### src/rtl/nclic_sched.sv
// nCLIC interrupt scheduler: per-source pending/enable/priority, max-priority
// arbitration, req/ack handshake to the core and a nested level stack.

module nclic_prio_tree #(
  parameter int  TreeVal = 8,
  parameter int  TreeIdx = 3,
  parameter bit  MaxMode = 1'b1,
  localparam int N       = 2 ** TreeIdx
) (
  input  logic [N*TreeVal-1:0] vals,
  output logic [TreeVal-1:0]   best_val,
  output logic [TreeIdx-1:0]   best_idx
);
  logic [TreeVal-1:0] nv [2*N-1];
  logic [TreeIdx-1:0] ni [2*N-1];
  logic               pick_r;

  // heap layout: node k has children 2k+1 (lower ids) and 2k+2 (higher ids)
  always_comb begin
    pick_r = 1'b0;
    for (int i = 0; i < N; i++) begin
      nv[N-1+i] = vals[i*TreeVal +: TreeVal];
      ni[N-1+i] = TreeIdx'(i);
    end
    for (int k = N-2; k >= 0; k--) begin
      pick_r = MaxMode ? (nv[2*k+2] >= nv[2*k+1])
                       : (nv[2*k+2] <= nv[2*k+1]);
      nv[k]  = pick_r ? nv[2*k+2] : nv[2*k+1];
      ni[k]  = pick_r ? ni[2*k+2] : ni[2*k+1];
    end
  end

  assign best_val = nv[0];
  assign best_idx = ni[0];
endmodule

module nclic_sched #(
  parameter int  NumSrc    = 8,
  parameter int  PrioWidth = 8,
  parameter int  NestDepth = 4,
  localparam int IdW       = $clog2(NumSrc),
  localparam int DW        = $clog2(NestDepth+1),
  localparam int SW        = $clog2(NestDepth)
) (
  input  logic                 clk,
  input  logic                 rst_n,
  input  logic [NumSrc-1:0]    irq_i,
  input  logic                 cfg_we,
  input  logic [IdW-1:0]       cfg_idx,
  input  logic                 cfg_en,
  input  logic [PrioWidth-1:0] cfg_prio,
  output logic                 irq_req_o,
  output logic [IdW-1:0]       irq_id_o,
  output logic [PrioWidth-1:0] irq_prio_o,
  input  logic                 irq_ack_i,
  input  logic                 irq_done_i,
  output logic [PrioWidth-1:0] level_o,
  output logic [DW-1:0]        depth_o,
  output logic                 err_o
);
  localparam logic [DW-1:0] Full = DW'(NestDepth);
  localparam logic [DW-1:0] One  = DW'(1);

  logic [NumSrc-1:0]           pend;
  logic [NumSrc-1:0]           en;
  logic [NumSrc-1:0]           clr;
  logic [PrioWidth-1:0]        prio [NumSrc];
  logic [PrioWidth-1:0]        stk  [NestDepth];
  logic [NumSrc*PrioWidth-1:0] cand;
  logic [PrioWidth-1:0]        best_val;
  logic [IdW-1:0]              best_idx;
  logic [DW-1:0]               dm1;
  logic                        ack;
  logic                        pop;
  logic                        win;
  logic                        bad;

  always_comb begin
    cand = '0;
    for (int i = 0; i < NumSrc; i++) begin
      cand[i*PrioWidth +: PrioWidth] =
        (pend[i] && en[i]) ? prio[i] : '0;
    end
  end

  nclic_prio_tree #(
    .TreeVal (PrioWidth),
    .TreeIdx (IdW),
    .MaxMode (1'b1)
  ) u_tree (
    .vals     (cand),
    .best_val (best_val),
    .best_idx (best_idx)
  );

  assign ack = irq_ack_i && irq_req_o;
  assign pop = irq_done_i && (depth_o != '0);
  assign bad = (irq_done_i && (depth_o == '0))
            || (irq_ack_i && !irq_req_o);
  assign win = (best_val > level_o) && (depth_o < Full);
  assign dm1 = depth_o - One;
  assign clr = ack ? (NumSrc'(1) << irq_id_o) : '0;

  // a fresh pulse beats the ack clear of the same source
  always_ff @(posedge clk or negedge rst_n) begin
    if (!rst_n) begin
      pend <= '0;
      en   <= '0;
      for (int i = 0; i < NumSrc; i++) prio[i] <= '0;
    end else begin
      pend <= (pend & ~clr) | irq_i;
      if (cfg_we) begin
        en[cfg_idx]   <= cfg_en;
        prio[cfg_idx] <= cfg_prio;
      end
    end
  end

  always_ff @(posedge clk or negedge rst_n) begin
    if (!rst_n) begin
      irq_req_o  <= 1'b0;
      irq_id_o   <= '0;
      irq_prio_o <= '0;
    end else begin
      irq_req_o <= win && !ack;
      if (win) begin
        irq_id_o   <= best_idx;
        irq_prio_o <= best_val;
      end
    end
  end

  // ack+done swaps the level in place: pop then push leaves the stack as is
  always_ff @(posedge clk or negedge rst_n) begin
    if (!rst_n) begin
      level_o <= '0;
      depth_o <= '0;
      err_o   <= 1'b0;
      for (int j = 0; j < NestDepth; j++) stk[j] <= '0;
    end else begin
      if (ack && pop) begin
        level_o <= irq_prio_o;
      end else if (ack) begin
        stk[depth_o[SW-1:0]] <= level_o;
        depth_o              <= depth_o + One;
        level_o              <= irq_prio_o;
      end else if (pop) begin
        level_o <= stk[dm1[SW-1:0]];
        depth_o <= dm1;
      end
      if (bad) err_o <= 1'b1;
    end
  end
endmodule
### config.mk
export PLATFORM = sky130hd
export DESIGN_NAME = nclic_sched
export DESIGN_NICKNAME = d
export VERILOG_FILES = /design/src/rtl/nclic_sched.sv
export SDC_FILE = /design/constraint.sdc
export NUM_CORES = 1
export LEC_CHECK = 0
export CORE_MARGIN = 3
export CORE_UTILIZATION = 55
export DETAILED_ROUTE_END_ITERATION = 10
export PLACE_DENSITY = 0.75
export SYNTH_ARGS = -nofsm -noshare
export SYNTH_HDL_FRONTEND = slang
export SYNTH_SLANG_ARGS = --single-unit
### constraint.sdc
create_clock -name clk -period 17.5 [get_ports clk]
set_input_delay 3.5 -clock clk [delete_from_list [all_inputs] [get_ports clk]]
set_output_delay 3.5 -clock clk [all_outputs]
set_load 0.01 [all_outputs]
After elaboration in Yosys (flattened, before gate mapping)
Index checks and enable logic that the tools add are counted.

cells by class
  reduce and logical (&&, ||, !) cells = 27
  mux-type cells = 40
  bitwise operators = 7
  shifts and indexed selects = 1
  order comparisons = 16
  add/subtract/negate cells = 2

operator list
  cell                 number
  $mux 8               23
  $bwmux 64            1
  $ge 8x8->1           7
  $bwmux 32            1
  $demux 8 s3          1
  $logic_and 1x1->1    18
  $bmux 8 s2           1
  $demux 8 s2          1
  $mux 3               5
  $and 8x8->8          1
  $bwmux 8             1
  $gt 8x8->1           1
  $not 8->8            1
  $or 8x8->8           1
  $shl 1x3->8 const A  1
  $ge 3x3->1 const B   2
  $not 2->3            2
  $reduce_bool 3->1    2
  $mux 1               5
  $ge 4x4->1 const B   1
  $lt 3x4->1 const B   1
  $lt 4x1->1 const B   1
  $not 3->4            1
  $reduce_and 2->1     2
  other kinds (11)     12

word-level totals
  output and inout bits = 24
  input bits = 25
  register bits = 136

Longest topological paths before layout
Gate-level depths: netlist (run 1).

  depth in word-level cells = 11
  depth in mapped cells = 39

Cells and area by module
From an unflattened synthesis (run 1), not the netlist that was laid out.

unflattened totals
  cell total of the unflattened synthesis = 750
  area, all modules = 8,277.9 um^2

by module, submodules not included
  module           area each (um^2)  cells each  times used  sequential area each (um^2)
  nclic_sched      6,155.9           482         1           3,403.3
  nclic_prio_tree  2,122.0           268         1           0.0

Worst setup path after synthesis (run 1)
Ideal clock, no wire load.

  path type = flip-flop to flip-flop
  from = register pend[0]
  to = register irq_prio_o[5]
  buffers on the path = 4
  required time = 17.375 ns
  arrival = 7.313 ns
  setup slack = 10.062 ns
  stages on the path, launching flop included = 39
  library setup time = 0.125 ns
  path through = dfrtp_1 -> and2_1 -> clkbuf_1 -> nand2_1 -> inv_1 -> ha_1 -> nand2b_1 -> a21oi_1 -> maj3_2 -> o211ai_4 -> mux2i_1 -> inv_1 -> ha_1 -> a21o_1 -> a21o_1 -> a21o_1 -> a221oi_1 -> nand3_1 -> [3 not listed] -> ha_1 -> nand2b_1 -> a21o_1 -> a21oi_1 -> o21ai_1 -> a21o_1 -> a31oi_1 -> buf_2 -> mux2i_2 -> ha_1 -> nor2b_1 -> o21ai_1 -> nand2b_1 -> a21oi_1 -> o21a_1 -> nor3_1 -> clkbuf_1 -> mux2_4

between the ends
  longest elaborated chain between the ends = 10

RTL lines
  what                    line  source
  from (decl)             64    logic [NumSrc-1:0] pend;
  from (signal assigned)  111   pend <= (pend & ~clr) | irq_i;
  $logic_and 1x1->1 *     82    (pend[i] && en[i]) ? prio[i] : '0;
  $mux 8 *                82
  $ge 8x8->1              26    pick_r = MaxMode ? (nv[2*k+2] >= nv[2*k+1])
  $mux 8 *                28    nv[k] = pick_r ? nv[2*k+2] : nv[2*k+1];
  $ge 8x8->1              26
  $mux 8 *                28
  $ge 8x8->1              26
  $mux 8 *                28
  net best_val[1]         70    logic [PrioWidth-1:0] best_val;
  $gt 8x8->1 *            100   assign win = (best_val > level_o) && (depth_o < Full);
  $logic_and 1x1->1 *     100
  to (signal assigned)    128   irq_prio_o <= best_val;
  to (decl)               54    output logic [PrioWidth-1:0] irq_prio_o,

Mark *: on every way through the listed nets, which the timed path passes. The rest lies on a longest branch.
A chain may end at the register's enable or synchronous reset.

Worst setup path after layout (run 1)
  from = register pend[3]
  to = register irq_prio_o[4]

between the ends
  longest elaborated chain between the ends = 10

RTL lines
  what                 line
  $logic_and 1x1->1 *  82
  $mux 8 *             82
  $ge 8x8->1           26
  $mux 8 *             28
  $ge 8x8->1           26
  $mux 8 *             28
  $ge 8x8->1           26
  $mux 8 *             28
  $gt 8x8->1           100
  $logic_and 1x1->1    100

Mark *: on every way between the ends. The rest lies on a longest branch, timed or not.

==> reports/metrics.yaml, run 1 <==
route:
  via_count: 5865
  drt-total-wl_mm: 19.4
  drcViolationCount: 0
  via_per_inst: 5.89
  drtPass1Iterations: 5
  drt_iter0_drc: 388
  wl_per_cell_um: 19.5
  postRouteAntennaNets: 0
floorplan:
  floorplan.initialDensity: 0.575
  die_y_um: 128
  die_width_um: 128
  dieArea_sq_um: 16300
  row_count: 43
  fp.coreArea_sq_um: 14200
  num_io_pins: 49
place:
  placed_cell_area_sq_um: 8800
  port_buffers: 48
  hpwl_mm: 14.6
  place_congestion: 0.859
clock_network:
  cts_tree: "done"
  cts_hold_buffers: 0
  post-cts-setup-buffers: 0
  cts_root_buffer: "clkbuf_16"
  cts_buffers: 17
  cts.sinks: 136
  cts_max_path_buffers: 2
  cts.clk_slew.worst_paths_ps: 60
  htree_levels: 4
  insertion_delay_ps: 420
  cts_resized: 0
yosys:
  synth_top_flop_cell: "dfrtp_1"
  synth_seq_cells: 136
  ys_seq_area_frac: 0.417
  synth_area_leaders: "dfrtp_1, mux2_2, ha_1"
  synth_nets: 852
  syn_area_sq_um: 8170
  synth_edf_count: 0
  yosysWarnings: 0
  synth_top_area_share: 0.417
  yosysTopAreaCell: "dfrtp_1"
  async_flop_share: 1.00
  yosysUniqueCellTypes: 54
  synth.avg_cell_area_sq_um: 10.8
  syn_inst: 758
layout:
  layout.nets: 896
  area_delta_synth_final_pct: 15.8
  design_area_sq_um: 9450
  fin_util: 0.666
  drive_above_1_share: 0.196
  diodes: 0
critical_path:
  start_kind: "flop"
  cpMostUsedCell: "a21o_1"
  worstPathRequired_ps: 17800
  crit_fanout: 15
  worst_path_largest_cell_delay_ps: 780
  end_kind: "flop"
  crit_type: "reg -> reg"
  crit_slowest_cell: "a31oi_2"
  worstPathArrival_ps: 9300
pwr:
  p_total_mw: 1.98
  peakVddDrop_uv: 116
  leakagePower_nw: 4.44
  power_density_nw_per_um2: 210
timing:
  setup_viol: 0
  hold_viol_final: 0
  worstMarginPinSlew_ps: 1270
  drv_slew: 0
  slew_headroom: 0.154
  period_needed_ps: 9000
  post-route-period-util: 0.514
  fin_hold_ws_ps: 474
  maxClockFrequency_mhz: 111
  finClkSkew_ps: 6.18
  rsz0062_at_grt: "no"
  setup_tns_ps: 0
global_routing:
  grt_use_total: 0.247
  grt_pass1_wl_mm: 31.2
  antenna_found_initial: 0
  grt_pass1_vias: 5802
  grt_max_degree: 50
  grt-ovfl-total: 0
hold_path:
  min_path_type: "reg -> reg"
job:
  maxCapViolations: 0
status:
  status: "completed"
==> through the flow <==
stage                     instances  worst slack [ps]
after floorplan                 758             10060
after global placement          963              8950
after detailed placement        963              8630
after CTS                       995              8560
after global routing            995              7870
final                           995              8500
==> cell families (layout without fill, tap and decap cells) <==
| kind of cell | count (synthesis) | in the layout | synth area share |
|---|---|---|---|
| adder cells (fa/ha/maj) | 70 | 70 | 0.107 |
| AND/OR/NAND/NOR | 192 | 192 | 0.111 |
| XOR/XNOR | 3 | 3 | 0.00322 |
| multiplexers | 149 | 149 | 0.221 |
| flip-flops | 136 | 136 | 0.417 |
| AO/OA/AOI/OAI | 119 | 119 | 0.0965 |
| buffers and inverters | 89 | 146 | 0.0446 |
==> state kept, by name, summed over array words and instances, names as in the netlist <==
| signal | flops |
|---|---|
| irq_id_o | 3 |
| level_o | 8 |
| err_o | 1 |
| pend | 8 |
| prio | 64 |
| depth_o | 3 |
| en | 8 |
| irq_prio_o | 8 |
| irq_req_o | 1 |
| stk | 32 |
==> placed cells by master, fill, tap and decap left out, types with 3 or more instances in the layout <==
cell type        count
dfrtp_1            136
nand2_1            117
mux2_2              83
ha_1                69
inv_1               61
clkdlybuf4s50_1     47
mux2i_1             44
o21ai_0             41
a21oi_1             25
a21o_1              17
clkbuf_16           17
nor2_1              11
and2_1              10
and3_1              10
nand2b_1             9
o21ai_1              9
nand3_1              8
mux4_2               8
nand4_1              7
nand2b_2             6
o21ai_4              6
mux2i_4              6
mux2i_2              6
bufinv_16            5
clkinvlp_4           4
buf_4                4
o21a_1               3
nor2b_1              3
nand4b_1             3
==> cell usage after synthesis (4+ instances only) <==
cell type and instances:
mux2_2 83, o21ai_4 6, nand2b_1 9, and2_1 10
and3_1 10, mux2i_4 6, mux2i_2 6, mux2i_1 44
a21o_1 17, nand4_1 7, mux4_2 8, o21ai_0 41
nand2b_2 6, buf_2 4, a21oi_1 25, inv_1 61
ha_1 69, nor2_1 11, dfrtp_1 136, nand2_1 117
clkbuf_1 18, o21ai_1 9, nand3_1 8
==> final timing paths <==
kind,startpoint,end,slack [ps],cells after the start
setup / recovery,pend[3]$_DFF_PN0_,irq_prio_o[4]$_DFFE_PN0P_,8500,32
hold / removal,pend[5]$_DFF_PN0_,pend[5]$_DFF_PN0_,470,1
setup reg to reg,pend[3]$_DFF_PN0_,irq_prio_o[4]$_DFFE_PN0P_,8500,32
hold reg to reg,pend[5]$_DFF_PN0_,pend[5]$_DFF_PN0_,470,1
max in group asynchronous,rst_n,prio[38]$_DFFE_PN0P_,13370,2
min in group asynchronous,rst_n,level_o[3]$_DFFE_PN0P_,3070,1
==> power breakdown <==
part	total [mW]	switching, mW	internal, mW	leakage [nW]
Clock	0.396	0.135	0.260	0.306
Sequential	0.453	0.0642	0.389	1.69
Combinational	1.13	0.594	0.541	2.44
==> final cells by class <==
type                       count  area (sq um)
inverter                      63           250
fill                        1087          4750
tap                          180           225
sequential                   136          3400
clock inverter                11           194
multi-input combinational    533          4420
clock buffer                  21           460
timing repair buffer          51           500
==> routing by layer <==
metal | GRT usage | vias up | routed length (um)
met5 | 0 | - | 0
met4 | 0.0762 | 0 | 300
met3 | 0.0450 | 29 | 934
met2 | 0.399 | 165 | 9240
met1 | 0.342 | 2935 | 8950
li1 | - | 2736 | -
==> worst max-delay path: cells and delay by family, from the launching register on <==
family / cells / cell delay (ps)
and+or+nand+nor: 8 / 2180
adders and majority gates: 4 / 1000
AOI/OAI and AO/OA: 15 / 3580
muxes: 3 / 1280
DFF: 1 / 440
buffers and inverters: 2 / 390
(Power assumes the default switching activity.)
==> inputs of run 2 (changes only) <==
- clock period: 17.5 -> 8.5 ns (I/O delays scaled with it)
==> reports/metrics.yaml, run 2 (synthesis gave the netlist of run 1 again) <==
clock_network:
  cts.sinks: 136  # unchanged
  insertion_delay_ps: 420  # about the same
  htree_levels: 4  # unchanged
  cts_buffers: 17  # unchanged
  cts_root_buffer: "clkbuf_16"
  cts.clk_slew.worst_paths_ps: 60  # about the same
  cts_tree: "done"
  cts_max_path_buffers: 2  # unchanged
  cts_hold_buffers: 0  # unchanged
timing:
  setup_viol: 0  # unchanged
  worstMarginPinSlew_ps: 1320  # +50.5 ps
  hold_viol_final: 0  # unchanged
  maxClockFrequency_mhz: 128  # +15%
  rsz0062_at_grt: "no"
  drv_slew: 0  # unchanged
  period_needed_ps: 7820  # -1180 ps
  post-route-period-util: 0.920  # +0.406
  finClkSkew_ps: 6.88  # +0.701 ps
  slew_headroom: 0.115  # -0.0386
  setup_tns_ps: 0  # unchanged
route:
  drt-total-wl_mm: 19.3  # -0.81%
  via_count: 5823  # -0.72%
  postRouteAntennaNets: 0  # unchanged
  wl_per_cell_um: 19.3  # -1.0%
  drt_iter0_drc: 411  # +5.9%
  drcViolationCount: 0  # unchanged
  via_per_inst: 5.84  # -0.92%
  drtPass1Iterations: 5  # unchanged
layout:
  drive_above_1_share: 0.201  # +0.00442
  diodes: 0  # unchanged
  final_cells: 997  # +0.20%
  area_delta_synth_final_pct: 15.0
  fillCellCount: 1091  # +0.37%
  largest_register_ffs: 64  # unchanged
  regArea_sq_um: 3400  # unchanged
  largest_register: "prio"
  reg_top3: "prio: 64 flops, stk: 32 flops"
  layout.cells.most_common: "dfrtp_1"
  layout.nets: 901  # +0.56%
  final_cell_mix: "dfrtp_1, nand2_1, mux2_2"
  multi_input_area_sq_um: 4420  # about the same
critical_path:
  worstPathArrival_ps: 8130  # -1170 ps
  start_kind: "flop"
  crit_type: "reg -> reg"
  cpMostUsedCell: "o21ai_1"
  end_kind: "flop"
  worst_path_largest_cell_delay_ps: 800  # +20 ps
  rrSetupSlack_ps: 680  # -7820 ps
  crit_slowest_cell: "o21ai_1"
  crit_fanout: 15  # unchanged
  worstPathRequired_ps: 8800  # -9000 ps
hold_path:
  min_path_type: "reg -> reg"
global_routing:
  grt-ovfl-total: 0  # unchanged
  grt_use_total: 0.250  # +0.00240
  grt_max_degree: 79  # +58%
  grt_pass1_wl_mm: 31.7  # +1.7%
  grt_pass1_vias: 6203  # +6.9%
  antenna_found_initial: 0  # unchanged
floorplan:
  floorplan.initialDensity: 0.575  # unchanged
  die_width_um: 128  # unchanged
  row_count: 43  # unchanged
  dieArea_sq_um: 16300  # unchanged
  num_io_pins: 49  # unchanged
  die_y_um: 128  # unchanged
  fp.coreArea_sq_um: 14200  # unchanged
job:
  maxCapViolations: 0  # unchanged
status:
  status: "completed"
place:
  dp_cells: 968  # +0.52%
  place_congestion: 0.980  # +14%
  hpwl_mm: 14.9  # +2.5%
  port_buffers: 48  # unchanged
pwr:
  peakVddDrop_uv: 326  # +180%
  leakagePower_nw: 4.42  # -0.35%
  power_density_nw_per_um2: 428  # +100%
run 2: changes by cell type in the layout (fill, tap and decap cells not counted), sizes merged:
cell / change
clkinv: +6
buf: +5
clkbuf: -4
bufinv: -3
clkinvlp: -1
inv: -1
run 2: final timing paths:
check	from	end	depth (start not counted)
hold reg to reg	pend[6]$_DFF_PN0_	pend[6]$_DFF_PN0_	1
min in group asynchronous	rst_n	stk[28]$_DFFE_PN0P_	1
max in group asynchronous	rst_n	prio[11]$_DFFE_PN0P_	2
setup / recovery	pend[6]$_DFF_PN0_	irq_prio_o[7]$_DFFE_PN0P_	34
setup reg to reg	pend[6]$_DFF_PN0_	irq_prio_o[7]$_DFFE_PN0P_	34
hold / removal	pend[6]$_DFF_PN0_	pend[6]$_DFF_PN0_	1
run 2: metal layers:
layer	vias up	share of wire	global-route usage
met2	149	0.48	0.413
met5	-	0	0
met1	2898	0.44	0.328
met4	0	0.023	0.0918
li1	2742	-	-
met3	34	0.048	0.0471
run 2: timing repair:
item / 4_1_cts / 5_1_grt
setup buffers: 0 / 0
endpoints found under the setup margin: 0 / 5
resized for setup: 0 / 1
run 2: report_power, final:
group          internal [mW]  switching, mW  leakage [nW]
clock                  0.425          0.278         0.266
sequential             0.800          0.127          1.69
combinational           1.16           1.23          2.47
total                   2.38           1.64          4.42
run 2: final cells by class:
type,instances,share of cell area
clock inverters,12,0.0141
clock buffers,17,0.0453
flip-flops and latches,136,0.362
repair buffers,56,0.0573
inverters,63,0.0266
well taps,180,0.0240
multi-input cells,533,0.470
run 2: metrics by stage:
step           setup slack (ps)  area, sq um  total power [mW]  utilization  hold slack [ps]
2_1_floorplan              1060         8170              2.72            -              441
3_3_place_gp                808         8830              3.26        0.622              456
3_5_place_dp                621         8830              3.33        0.622              463
4_1_cts                     557         9390              4.04        0.661              476
5_1_grt                    16.4         9390              4.33        0.661              509
6_report                    677         9390              4.02        0.661              476
run 2: critical path, delay by kind of cell, from the launching register on:
kind	cells	cell delay (ps)
simple gates	7	790
buf+inv	4	660
compound gates	15	3390
flops	1	340
mux	4	1450
fa+ha+maj	4	1050
==> inputs of run 3 (changes only) <==
- ABC_CLOCK_PERIOD_IN_PS: unset -> 8500
- CTS_CLUSTER_SIZE: unset -> 14
==> results of run 3 <==
Final layout, timing and power as in run 2 (identical DEF).
